File: src/rtl/dmem_arbiter.sv
// Two-port round-robin arbiter and two-stage sequencer for the data memory.
// Optional alignment checking is enabled by defining DMEM_ARB_ALIGN_CHK_EN.
module dmem_arbiter #(
   parameter int ADDR_W    = 11,
   parameter int DATA_W    = 32,
   parameter int PRIO_INIT = 0
) (
   input  logic              i_clk,
   input  logic              i_rst_n,
   input  logic              i_req0_valid,
   output logic              o_req0_ready,
   input  logic [ADDR_W-1:0] i_req0_addr,
   input  logic [DATA_W-1:0] i_req0_wdata,
   input  logic [3:0]        i_req0_bmask,
   input  logic              i_req0_wren,
   output logic              o_rsp0_valid,
   output logic [DATA_W-1:0] o_rsp0_rdata,
   output logic              o_rsp0_err,
   input  logic              i_req1_valid,
   output logic              o_req1_ready,
   input  logic [ADDR_W-1:0] i_req1_addr,
   input  logic [DATA_W-1:0] i_req1_wdata,
   input  logic [3:0]        i_req1_bmask,
   input  logic              i_req1_wren,
   output logic              o_rsp1_valid,
   output logic [DATA_W-1:0] o_rsp1_rdata,
   output logic              o_rsp1_err,
   output logic [ADDR_W-1:0] o_mem_addr,
   output logic [DATA_W-1:0] o_mem_wdata,
   output logic [3:0]        o_mem_bmask,
   output logic              o_mem_wren,
   input  logic [DATA_W-1:0] i_mem_rdata
);

   localparam logic LAST_INIT = (PRIO_INIT == 0) ? 1'b1 : 1'b0;

   logic              last_grant;
   logic              grant0, grant1, accept;
   logic [ADDR_W-1:0] sel_addr;
   logic [DATA_W-1:0] sel_wdata;
   logic [3:0]        sel_bmask;
   logic              sel_wren, sel_err;

   logic              cmd_valid, cmd_port, cmd_wren, cmd_err;
   logic [ADDR_W-1:0] cmd_addr;
   logic [DATA_W-1:0] cmd_wdata;
   logic [3:0]        cmd_bmask;
   logic              cmd_live;
   logic [DATA_W-1:0] rsp_data;

   // On contention the port that did not win last time is served.
   always_comb begin
      grant0    = i_req0_valid & (~i_req1_valid | last_grant);
      grant1    = i_req1_valid & (~i_req0_valid | ~last_grant);
      accept    = grant0 | grant1;
      sel_addr  = grant1 ? i_req1_addr  : i_req0_addr;
      sel_wdata = grant1 ? i_req1_wdata : i_req0_wdata;
      sel_bmask = grant1 ? i_req1_bmask : i_req0_bmask;
      sel_wren  = grant1 ? i_req1_wren  : i_req0_wren;
`ifdef DMEM_ARB_ALIGN_CHK_EN
      sel_err   = ((sel_bmask == 4'b1111) && (sel_addr[1:0] != 2'b00)) ||
                  ((sel_bmask == 4'b0011) && sel_addr[0]) ||
                  !((sel_bmask == 4'b1111) || (sel_bmask == 4'b0011) ||
                    (sel_bmask == 4'b0001));
`else
      sel_err   = 1'b0;
`endif
   end

   assign o_req0_ready = grant0 & i_rst_n;
   assign o_req1_ready = grant1 & i_rst_n;

   // Rejected or idle commands present an all-zero bus to the memory.
   assign cmd_live    = cmd_valid & ~cmd_err;
   assign o_mem_addr  = cmd_live ? cmd_addr  : '0;
   assign o_mem_wdata = cmd_live ? cmd_wdata : '0;
   assign o_mem_bmask = cmd_live ? cmd_bmask : 4'b0000;
   assign o_mem_wren  = cmd_live & cmd_wren;
   assign rsp_data    = (cmd_live & ~cmd_wren) ? i_mem_rdata : '0;

   always_ff @(posedge i_clk or negedge i_rst_n) begin
      if (!i_rst_n) begin
         last_grant   <= LAST_INIT;
         cmd_valid    <= 1'b0;
         cmd_port     <= 1'b0;
         cmd_addr     <= '0;
         cmd_wdata    <= '0;
         cmd_bmask    <= 4'b0000;
         cmd_wren     <= 1'b0;
         cmd_err      <= 1'b0;
         o_rsp0_valid <= 1'b0;
         o_rsp0_rdata <= '0;
         o_rsp0_err   <= 1'b0;
         o_rsp1_valid <= 1'b0;
         o_rsp1_rdata <= '0;
         o_rsp1_err   <= 1'b0;
      end else begin
         cmd_valid <= accept;
         if (accept) begin
            last_grant <= grant1;
            cmd_port   <= grant1;
            cmd_addr   <= sel_addr;
            cmd_wdata  <= sel_wdata;
            cmd_bmask  <= sel_bmask;
            cmd_wren   <= sel_wren;
            cmd_err    <= sel_err;
         end
         o_rsp0_valid <= cmd_valid & ~cmd_port;
         o_rsp0_rdata <= cmd_port ? '0 : rsp_data;
         o_rsp0_err   <= cmd_valid & ~cmd_port & cmd_err;
         o_rsp1_valid <= cmd_valid & cmd_port;
         o_rsp1_rdata <= cmd_port ? rsp_data : '0;
         o_rsp1_err   <= cmd_valid & cmd_port & cmd_err;
      end
   end

endmodule

File: config.mk
export PLATFORM = sky130hd
export DESIGN_NAME = dmem_arbiter
export DESIGN_NICKNAME = d
export VERILOG_FILES = /design/src/rtl/dmem_arbiter.sv
export SDC_FILE = /design/constraint.sdc
export NUM_CORES = 1
export LEC_CHECK = 0
export ABC_AREA = 1
export ABC_CLOCK_PERIOD_IN_PS = 1400
export CORE_AREA = 3 3 125 127
export CTS_CLUSTER_SIZE = 28
export DETAILED_ROUTE_END_ITERATION = 6
export DIE_AREA = 0 0 128 130
export DONT_BUFFER_PORTS = 1
export GPL_TIMING_DRIVEN = 0
export SLEW_MARGIN = 20
export SYNTH_ARGS = -nofsm -noshare
export SYNTH_HDL_FRONTEND = slang
export SYNTH_SLANG_ARGS = --single-unit
File: constraint.sdc
create_clock -name i_clk -period 1.4 [get_ports i_clk]
set_input_delay 0.28 -clock i_clk [delete_from_list [all_inputs] [get_ports i_clk]]
set_output_delay 0.28 -clock i_clk [all_outputs]
set_load 0.005 [all_outputs]
==> results.cfg <==
[die]
core_mm2 = 0.0145
fp-row-count = 44
chipWidth_um = 128
io_pins = 250
initial_core_util_pct = 39.8
fp.dieArea_mm2 = 0.0166
dieHeight_um = 130

[synth]
synth_warnings = 0
synth-seq-cells = 117
seq_area_frac_synth_pct = 50.6
synth_compound_area_share_pct = 0.303
synthCells = 712
synth-simple-area-share_pct = 32.1
yosys.area.top_type = dfrtp_1
synth.area.top_cells = dfrtp_1 (50%), nand2_1 (13%), inv_1 (12%)
synth_most_common_cell = nand2_1
yosys.area.top_type_share_pct = 50.2
ys_async_sr_fraction_pct = 100
synth.distinct_cells = 19
synth.area.mux_share_pct = 0
synthTopCellsByCount = nand2_1 (195), inv_1 (182), dfrtp_1 (116), nand3_1 (96), nor3_2 (60)
avgSynthCellArea_um2 = 8.12
synth_edf_count = 0
synth_top_family_by_area = simple AND/OR/NAND/NOR gates
synth_fa_ha_area_share_pct = 0
synthXorXnorAreaFrac_pct = 0
synth_top_flop_cell = dfrtp_1
syn_area_mm2 = 0.00578

[finish]
design_area_mm2 = 0.00722
diodes = 0
n_fill_cell = 1375
synthToLayoutAreaGrowth_pct = 24.8
drive_above_1_share_pct = 27.7
nNetsFinal = 880

[grt]
grt_max_degree = 119
gr-total-overflow = 0
grt_pass1_vias = 4549
grt_use_total_pct = 18.0
antenna_found_initial = 0
grt_pass1_wl_mm = 23.5

[drt]
routed_via_density = 4.84
wirelength_mm = 15.1
postRouteAntennaNets = 0
wire_per_inst_um = 16.0
drt_iter0_markers = 203
post-route-drc-count = 0
vias = 4572
first_pass_iters = 7

[clocking]
clock_latency_ns = 0.41
cts-root-buf = clkbuf_16
clk_path_buf_depth = 2
cts_tree = done
numCtsBuffers = 17
clk_pin_slew_ns = 0.05
postCtsHoldBufs = 2
cts_num_sinks = 117
cts_max_level = 4

[timing]
setup_slack_ns = -0.162
period_minus_slack_ns = 1.56
tightest_slew_ns = 0.755
worst_hold_slack_ns = -0.429
fmax_ghz = 0.640
maxSlewViolCount = 0
rsz0062_at_grt = yes
timing.final.crit_share_pct = 112
finalHoldViolCount = 117
skew_ns = 0.00953
slew_headroom_pct = 49.7
setup_viol = 71
setup_tns_ns = -6.22

[critical_path]
r2r_start = cmd_valid$_DFF_PN0_
rr_endpoint = o_rsp0_rdata[11]$_DFF_PN0_
path_class = flop to primary output
r2r_setup_slack_ns = -0.04
critPathLaunchType = flop
critical_path.endpoint_type = primary output
critPathArrivalTime_ns = 1.28
rr_worst_depth = 8
crit_required_ns = 1.12
cp_max_fo = 8

[power]
p_int_uw = 7310
power_frac_clock_pct = 46.3
netSwitchingFraction_pct = 27.2
comb_power_share_pct = 14.7
pwr-share-seq_pct = 39.0
peakVddDrop_mv = 0.711
power.density_mw_per_mm2 = 1390
p_switching_uw = 2730
power.leakage_uw = 0.00410

[outcome]
violations = negative hold slack, negative setup slack
status = finished, violations left

[placement]
placed_area_mm2 = 0.00602
place.detailed.hpwl_mm = 11.1
dp_slack_ns = -0.176
portBuffers = 0
place_congestion = 0.824

[worst_hold_path]
hold_class = input port to async pin

[run]
drv_cap = 0
[power groups by stage]
stage | Combinational, µW | Sequential (µW) | Clock [µW]
global placement | 1210 | 3910 | 0
CTS | 1390 | 3900 | 4730
detailed placement | 1230 | 3920 | 0
global route | 1650 | 3940 | 4890
floorplan | 964 | 3860 | 0
finish | 1480 | 3910 | 4650
[metal layers]
metal | vias to the layer above | share of wire [%] | global-route usage [%]
met5 | - | 0 | 0
met4 | 0 | 1.2 | 6.30
met3 | 17 | 7.5 | 5.65
met2 | 215 | 50 | 30.8
met1 | 2174 | 42 | 21.6
li1 | 2166 | - | -
[stage by stage]
stage               hold slack [ns]  total power [µW]  std cells  utilization [%]
finish                       -0.429             10000        945             49.7
global route                 -0.461             10500        945             49.7
CTS                          -0.457             10000        940             48.1
detailed placement          -0.0130              5150        897             41.4
global placement            -0.0131              5120        897             41.4
floorplan                   -0.0156              4830        713                -
[worst max-delay path, stage by stage (launching register included)]
cell and delay [ns]:
dfrtp_1 0.37, buf_6 0.13, buf_12 0.14, buf_8 0.14, nand2_4 0.05, inv_2 0.04
[what timing repair did]
| item | CTS | global route |
|---|---|---|
| pin swaps | 3 | 3 |
| hold endpoints to repair | 120 | 117 |
| setup buffers | 7 | 5 |
| setup endpoints to repair | 99 | 97 |
| gates resized for setup | 87 | 50 |
| cloned | 2 | 2 |
[final cells by class]
type | count | area (µm²) | area share, %
Clock inverter | 14 | 199 | 2.76
Tap cell | 184 | 230 | 3.19
Timing Repair Buffer | 17 | 203 | 2.81
Clock buffer | 18 | 439 | 6.08
Sequential cell | 117 | 2930 | 40.6
Multi-Input combinational cell | 364 | 2120 | 29.3
Buffer | 47 | 414 | 5.74
Inverter | 184 | 691 | 9.57
[kinds of logic after synthesis]
logic type,after synthesis
AO/OA/AOI/OAI,3
buffers and inverters,232
other,1
flip-flops,117
AND/OR/NAND/NOR,359
[placed cells by master (no fill, tap or decap), types with 2 or more instances in the layout]
master         count
buf_12             2
buf_2             14
buf_4             12
buf_6             15
buf_8              5
bufinv_16          4
clkbuf_1           6
clkbuf_16         20
clkbuf_4           3
clkinv_4           3
clkinvlp_4         4
conb_1             2
dfrtp_1          116
dlygate4sd3_1      2
inv_1            154
inv_2             30
inv_6              2
nand2_1          167
nand2_2            4
nand2_4           24
nand3_1           96
nor3_1             4
nor3_2            57
nor3_4             3
o21ai_0            2
[flip-flops by register name (all words and copies together), names as in the netlist, 4 cells and up]
| name | flops |
|---|---|
| cmd_wdata | 32 |
| cmd_addr | 11 |
| o_rsp0_rdata | 32 |
| o_rsp1_rdata | 32 |
| cmd_bmask | 4 |
[how the worst max path moves through the flow]
stage	startpoint	end	slack, ns	cells past startpoint
after floorplan	i_req1_valid	o_req0_ready	0.11	4
after global placement	last_grant$_DFFE_PN1P_	o_req1_ready	-0.16	4
after detailed placement	last_grant$_DFFE_PN1P_	o_req1_ready	-0.18	4
after CTS	cmd_valid$_DFF_PN0_	o_mem_wren	-0.19	5
after global routing	cmd_valid$_DFF_PN0_	o_mem_addr[0]	-0.22	5
final	cmd_valid$_DFF_PN0_	o_mem_bmask[1]	-0.16	5
Note: power is estimated with default switching activity, not from simulation.
